--- src/rtl/srl_pkg.sv ---
// Shared definitions for the addressable shift-register family.
//   SRL_MAX_DEPTH / SRL_MAX_WIDTH : upper bounds on the DEPTH and WIDTH parameters
//   srl_clog2                     : address width for a given stage count
//   srl_fill_t                    : wide enough for a fill count of SRL_MAX_DEPTH
package srl_pkg;

  localparam int SRL_MAX_DEPTH = 256;
  localparam int SRL_MAX_WIDTH = 64;

  function automatic int srl_clog2(input int value);
    int w;
    w = 0;
    while ((1 << w) < value) w++;
    return w;
  endfunction

  typedef logic [srl_clog2(SRL_MAX_DEPTH):0] srl_fill_t;

endpackage

--- src/rtl/srl_fill_ctr.sv ---
// Saturating fill counter and tap-valid compare.
//   clk     : clock; the active edge is chosen by IS_CLK_INVERTED
//   rst     : synchronous reset, active-high, clears the count
//   ce      : one stage written on this edge
//   addr    : read tap address
//   fill    : stages written since reset, saturating at DEPTH
//   qv_comb : addr < fill, combinational
module srl_fill_ctr
  import srl_pkg::*;
#(
  parameter int DEPTH           = 32,
  parameter int IS_CLK_INVERTED = 0,
  parameter int AW              = srl_clog2(DEPTH)
) (
  input  logic          clk,
  input  logic          rst,
  input  logic          ce,
  input  logic [AW-1:0] addr,
  output logic [AW:0]   fill,
  output logic          qv_comb
);

  logic [AW:0] fill_q;
  logic [AW:0] fill_nxt;

  // The count stops at DEPTH rather than wrapping.
  always_comb begin
    fill_nxt = fill_q;
    if (ce && (fill_q != (AW+1)'(DEPTH))) fill_nxt = fill_q + 1'b1;
  end

  generate
    if (IS_CLK_INVERTED != 0) begin : g_neg
      always_ff @(negedge clk) begin
        if (rst) fill_q <= '0;
        else     fill_q <= fill_nxt;
      end
    end else begin : g_pos
      always_ff @(posedge clk) begin
        if (rst) fill_q <= '0;
        else     fill_q <= fill_nxt;
      end
    end
  endgenerate

  assign fill    = fill_q;
  assign qv_comb = srl_fill_t'(addr) < srl_fill_t'(fill_q);

endmodule

--- src/rtl/srl_dyn_shift_multi.sv ---
// Multi-channel addressable shift register (variable delay line / history buffer).
//   CLK  : clock; active edge is negedge when IS_CLK_INVERTED=1, else posedge
//   R    : synchronous reset, active-high; reloads INIT and clears FILL
//   CE   : shift enable; D enters stage 0, stage DEPTH-1 is dropped
//   D    : WIDTH-bit word shifted in
//   A    : read tap, 0 = newest stage
//   Q    : stage[A], combinational or registered (REG_OUT)
//   QCAS : stage[DEPTH-1], always combinational, for cascading
//   FILL : stages written since reset, saturating at DEPTH
//   QV   : A < FILL, timed like Q
module srl_dyn_shift_multi
  import srl_pkg::*;
#(
  parameter int                          WIDTH           = 8,
  parameter int                          DEPTH           = 32,
  parameter logic [WIDTH*DEPTH-1:0]      INIT            = '0,
  parameter int                          IS_CLK_INVERTED = 0,
  parameter int                          REG_OUT         = 0,
  localparam int                         AW              = srl_clog2(DEPTH)
) (
  input  logic             CLK,
  input  logic             R,
  input  logic             CE,
  input  logic [WIDTH-1:0] D,
  input  logic [AW-1:0]    A,
  output logic [WIDTH-1:0] Q,
  output logic [WIDTH-1:0] QCAS,
  output logic [AW:0]      FILL,
  output logic             QV
);

  logic [WIDTH-1:0] stage_q    [DEPTH];
  logic [WIDTH-1:0] stage_nxt  [DEPTH];
  logic [WIDTH-1:0] stage_init [DEPTH];
  logic [WIDTH-1:0] tap_p0;
  logic             vld_p0;

  for (genvar k = 0; k < DEPTH; k++) begin : g_init
    assign stage_init[k] = INIT[k*WIDTH +: WIDTH];
  end

  always_comb begin
    stage_nxt = stage_q;
    if (CE) begin
      stage_nxt[0] = D;
      for (int k = 1; k < DEPTH; k++) stage_nxt[k] = stage_q[k-1];
    end
  end

  // Stage storage: reset reloads INIT and wins over a shift on the same edge.
  generate
    if (IS_CLK_INVERTED != 0) begin : g_store_neg
      always_ff @(negedge CLK) begin
        if (R) stage_q <= stage_init;
        else   stage_q <= stage_nxt;
      end
    end else begin : g_store_pos
      always_ff @(posedge CLK) begin
        if (R) stage_q <= stage_init;
        else   stage_q <= stage_nxt;
      end
    end
  endgenerate

  srl_fill_ctr #(
    .DEPTH           (DEPTH),
    .IS_CLK_INVERTED (IS_CLK_INVERTED),
    .AW              (AW)
  ) u_fill (
    .clk     (CLK),
    .rst     (R),
    .ce      (CE),
    .addr    (A),
    .fill    (FILL),
    .qv_comb (vld_p0)
  );

  assign tap_p0 = stage_q[A];
  assign QCAS   = stage_q[DEPTH-1];

  // Output stage p0 -> p1: optional register, loaded every edge regardless of CE.
  generate
    if (REG_OUT != 0) begin : g_reg_out
      logic [WIDTH-1:0] q_p1;
      logic             vld_p1;
      if (IS_CLK_INVERTED != 0) begin : g_neg
        always_ff @(negedge CLK) begin
          if (R) begin
            q_p1   <= '0;
            vld_p1 <= 1'b0;
          end else begin
            q_p1   <= tap_p0;
            vld_p1 <= vld_p0;
          end
        end
      end else begin : g_pos
        always_ff @(posedge CLK) begin
          if (R) begin
            q_p1   <= '0;
            vld_p1 <= 1'b0;
          end else begin
            q_p1   <= tap_p0;
            vld_p1 <= vld_p0;
          end
        end
      end
      assign Q  = q_p1;
      assign QV = vld_p1;
    end else begin : g_comb_out
      assign Q  = tap_p0;
      assign QV = vld_p0;
    end
  endgenerate

endmodule

--- config.mk ---
export PLATFORM = sky130hd
export DESIGN_NAME = srl_dyn_shift_multi
export DESIGN_NICKNAME = d
export VERILOG_FILES = /design/src/rtl/srl_pkg.sv /design/src/rtl/srl_fill_ctr.sv /design/src/rtl/srl_dyn_shift_multi.sv
export SDC_FILE = /design/constraint.sdc
export NUM_CORES = 1
export LEC_CHECK = 0
export ABC_CLOCK_PERIOD_IN_PS = 4550
export CORE_MARGIN = 2
export CORE_UTILIZATION = 54
export CTS_BUF_LIST = sky130_fd_sc_hd__clkbuf_16
export DETAILED_ROUTE_END_ITERATION = 10
export PLACE_DENSITY = 0.74
export SYNTH_ARGS = -nofsm -noshare
export SYNTH_HDL_FRONTEND = slang
export SYNTH_HIERARCHICAL = 1
export SYNTH_SLANG_ARGS = --single-unit
export TNS_END_PERCENT = 50
--- constraint.sdc ---
create_clock -name CLK -period 4.55 [get_ports CLK]
set_clock_uncertainty 0.2 [all_clocks]
set_input_delay 1.365 -clock CLK [delete_from_list [all_inputs] [get_ports CLK]]
set_output_delay 1.365 -clock CLK [all_outputs]
set_load 0.05 [all_outputs]
* Word-level counts from Yosys, hierarchy flattened
Cells that the tools add are included.
** Operators by class
- $add $sub $neg :: 1
- Order comparisons :: 2
- Eq/ne operators :: 1
- Multiplexer cells :: 3
- Bitwise logic cells :: 1
- Reduce and logical (&&, ||, !) cells :: 1
** Operators by type and width (number)
- $bmux W8 S5 :: 1
- $mux W8 :: 2
- $add A6 B1 Y6 const B :: 1
- $ge A6 B6 Y1 const B :: 1
- $lt A5 B6 Y1 :: 1
- $ne A6 B6 Y1 const B :: 1
- $not A5 Y6 :: 1
- $logic_and A1 B1 Y1 :: 1
** Storage, ports and cells
- Register bits after elaboration :: 262
- Input bits :: 16
- Output and inout bits :: 23
- Logic and storage cells :: 42

* Logic depth before layout (Yosys ltp)
- Depth in word-level cells :: 4
- Depth in mapped cells :: 6
- Mapped depth without buffers :: 5

* Cells and area by module
The synthesis kept the hierarchy.
** By module, submodules not included
- srl_dyn_shift_multi :: times used 1, cells each 940, area each 10921.7 um^2
- srl_fill_ctr :: times used 1, cells each 52, area each 444.2 um^2

* Least setup slack after synthesis
OpenSTA, ideal clock, no wires.
- Path kind :: input port to output port
- Start :: input A[2]
- End :: output Q[0]
- Arrival :: 3.149 ns
- Path slack :: -0.164 ns
- Cell stages on the path :: 6
- Buffers on the path :: 3
- Path through :: buf_2 -> buf_4 -> buf_2 -> mux4_2 -> mux4_2 -> mux2_2
** On the way
- Word-level cells in the longest chain between the ends :: 4
** Ends and longest elaborated chain
- start, declared :: RTL line srl_dyn_shift_multi.sv:25 : input logic [AW-1:0] A,
- $not A5 Y6 (not written as such) :: RTL line srl_dyn_shift_multi.sv:78 : assign tap_p0 = stage_q[A];
- $bmux W8 S5 :: RTL line srl_dyn_shift_multi.sv:78
- $mux W8 (not written as such) (2 in series) :: RTL line srl_dyn_shift_multi.sv:78
- end, declared :: RTL line srl_dyn_shift_multi.sv:26 : output logic [WIDTH-1:0] Q,
Every way passes these cells. The select of a mux whose other input is x is not followed.

* Worst setup path in the final report
- Start :: input A[1]
- End :: output Q[1]
Same word-level chain as after synthesis.

==> metrics.yaml <==
status:
  outcome: "finished, violations left"
  violations: "negative setup slack"
setup_path:
  regToRegStartpoint: "u_fill/fill[0]$_SDFFE_PP0P_"
  crit_buf_inv: 4
  slowest_delay_ns: 0.49
  cp_common_cell: "buf_12"
  worstPathArrival_ns: 3.18
  crit_family: "multiplexers"
  crit_start: "A[1]"
  start_kind: "primary input"
  crit_path_top_delay_cell: "mux4_2"
  critical_path_class: "in2out"
  required_ns: 2.98
  endpoint_kind: "primary output"
  cp_max_fo: 8
  path_cells: "buf_12 > buf_12 > buf_12 > mux4_2 > mux4_2 > mux2_4 > buf_6"
timing:
  finalCriticalPeriod_ns: 4.74
  finalSetupTns_ns: -1.23
  worst_pin_slew_ns: 0.708
  fmax_mhz: 211
  rsz0062_at_grt: "true"
  slew_viol_final: 0
  slew_headroom: 0.528
  finalSetupViolations: 8
  hold_viol_final: 0
  fin_ws_ns: -0.193
  period_share: 1.04
detailed_routing:
  first_pass_iters: 5
  num_vias: 7197
  drt_iter0_drc: 449
  wl_per_cell_um: 16.9
  wl_um: 22000
  drcViolationCount: 0
  wl_met1_um: 10400
  highest_layer: "met4"
  via_per_inst: 5.52
  wl_met3_um: 769
  wl_met2_um: 10300
  ant_nets: 0
clock_tree:
  cts_buffer_depth: 3
  h-tree-depth: 1
  clkTransAtPathRegs_ns: 0.06
  clkSinkCount: 262
  cts_root_buf: "clkbuf_16"
  cts_buffers: 27
  cts_tree: "built"
  clk_latency_ns: 0.52
floorplan:
  num_rows: 53
  coreArea_um2: 20800
  die_width_um: 149
  start_util: 0.546
  dieHeight_um: 149
  die-area_um2: 22200
  io_pins: 39
power:
  p_comb_frac: 0.067
  p_leak_nw: 5.52
  clkPwrFrac: 0.446
  sw_frac_of_total: 0.223
  intPower_w: 0.00370
  power.switching_w: 0.00106
  peakVddDrop_mv: 0.240
  p_seq_frac: 0.486
  power_density_nw_per_um2: 363
yosys:
  synth_top_area_share: 0.461
  ys_seq_elements: 262
  synthAdderAreaFrac: 0.00661
  synth-edff-count: 0
  synth.largest_area_cell: "dfxtp_1"
  async_reset_ff_frac: 0
  synth_compound_gate_area_share: 0.00627
  synth_top_family_by_area: "multiplexers"
  yosys.area_share.xor_xnor: 0.00154
  syn_area_per_cell_um2: 11.5
  muxShareOfSynthArea: 0.392
  syn-instance-count: 992
  ys_seq_area_frac: 0.461
  synthTopCellsByArea: "dfxtp_1 46%, mux2i_1 23%, mux4_2 16%"
  ys_types: 28
  synth-simple-area-share: 0.0950
  netlist_area_um2: 11400
  synthFlopType: "dfxtp_1"
  ys_warn_count: 6
  synth_nets: 1014
final_layout:
  multi_input_area_um2: 5730
  area_growth_pct: 15.3
  drive_gt1_frac: 0.173
  nNetsFinal: 1031
  regArea_um2: 5250
  stdcell_count: 1303
  final_cell_mix: "262 x dfxtp_1, 258 x nor2_1, 256 x mux2i_1"
  diodes: 0
  final_common_cell: "dfxtp_1"
  nFillCells: 1639
  fin_util: 0.629
placement:
  gp_congestion: 0.765
  dp.cells: 1247
  dp.final_hpwl_um: 13700
  io_buffers: 38
global_route:
  grt-ovfl-total: 0
  grt_pass1_vias: 7005
  grt_max_degree: 110
  antenna_found_initial: 0
  grt.total_usage: 0.201
  grt_pass1_wl_um: 36500
job:
  maxCapViolations: 0
min_path:
  min_path_type: "reg2reg"
  min_from: "stage_q[227]$_SDFFE_PP0P_"
routing by layer:
layer | track usage | up-vias
met5 | 0 | -
met4 | 0.0438 | 0
met3 | 0.0294 | 31
met2 | 0.332 | 112
met1 | 0.282 | 3514
li1 | - | 3540
Yosys cell counts, types with 3 or more instances:
master	number
dfxtp_1	262
nor2_1	258
mux2i_1	256
mux4_2	80
clkbuf_1	39
buf_1	23
buf_4	14
buf_2	8
mux2_2	8
ha_1	6
inv_1	6
nand2_1	5
a21oi_1	4
nand4_1	3
power groups by stage:
| stage | registers (W) | clock network (W) | logic [W] |
|---|---|---|---|
| 5_1_grt | 0.00231 | 0.00227 | 0.000343 |
| 4_1_cts | 0.00231 | 0.00218 | 0.000322 |
| 3_3_place_gp | 0.00237 | 0 | 0.000305 |
| 6_report | 0.00231 | 0.00213 | 0.000321 |
| 3_5_place_dp | 0.00237 | 0 | 0.000307 |
| 2_1_floorplan | 0.00237 | 0 | 0.000232 |
final cells by class:
cell class | count | area share
repair buffers | 74 | 0.0696
multi-input cells | 638 | 0.437
inverters | 6 | 0.00172
well taps | 275 | 0.0263
clock buffers | 27 | 0.0516
clock inverters | 21 | 0.0136
flip-flops and latches | 262 | 0.400
flip-flops by register name (all words and copies together) (netlist names):
signal,flops
QCAS,8
stage_q,248
u_fill/fill,6
repair_timing:
action / in CTS / in global routing
cloned: 1 / 0
setup buffers: 6 / 1
hold buffers: 0 / 0
pin swaps: 0 / 0
resized for setup: 18 / 1
endpoints found under the setup margin: 8 / 8
worst register-to-register path: cells and delay by family (launching register included):
kind | cells | cell delay [ns]
AO/OA/AOI/OAI | 1 | 0.12
flip-flops | 1 | 0.45
adder cells (fa/ha/maj) | 1 | 0.22
buffers and inverters | 1 | 0.12
AND/OR/NAND/NOR | 2 | 0.61
metrics by stage:
stage / area [um^2] / setup slack [ns] / power [W] / hold WS, ns
5_1_grt: 13100 / -0.244 / 0.00493 / 0.338
3_5_place_dp: 12100 / -0.271 / 0.00267 / 0.306
2_1_floorplan: 11500 / 0.0100 / 0.00260 / 0.277
3_3_place_gp: 12100 / -0.255 / 0.00267 / 0.300
4_1_cts: 13100 / -0.194 / 0.00482 / 0.320
6_report: 13100 / -0.193 / 0.00476 / 0.318
logic make-up after synthesis:
logic type,Yosys count
AOI/OAI and AO/OA,11
DFF,262
adders and majority gates,6
xor gates and xnor gates,2
muxes,344
and+or+nand+nor,275
buffers and inverters,92
final timing paths:
path	to	slack, ns	cells after the start
max	Q[1]	-0.19	7
min	stage_q[219]$_SDFFE_PP0P_	0.32	2
max reg2reg	u_fill/fill[2]$_SDFFE_PP0P_	2.76	5
min reg2reg	stage_q[219]$_SDFFE_PP0P_	0.32	2
Power figures use the tool's default switching activity.
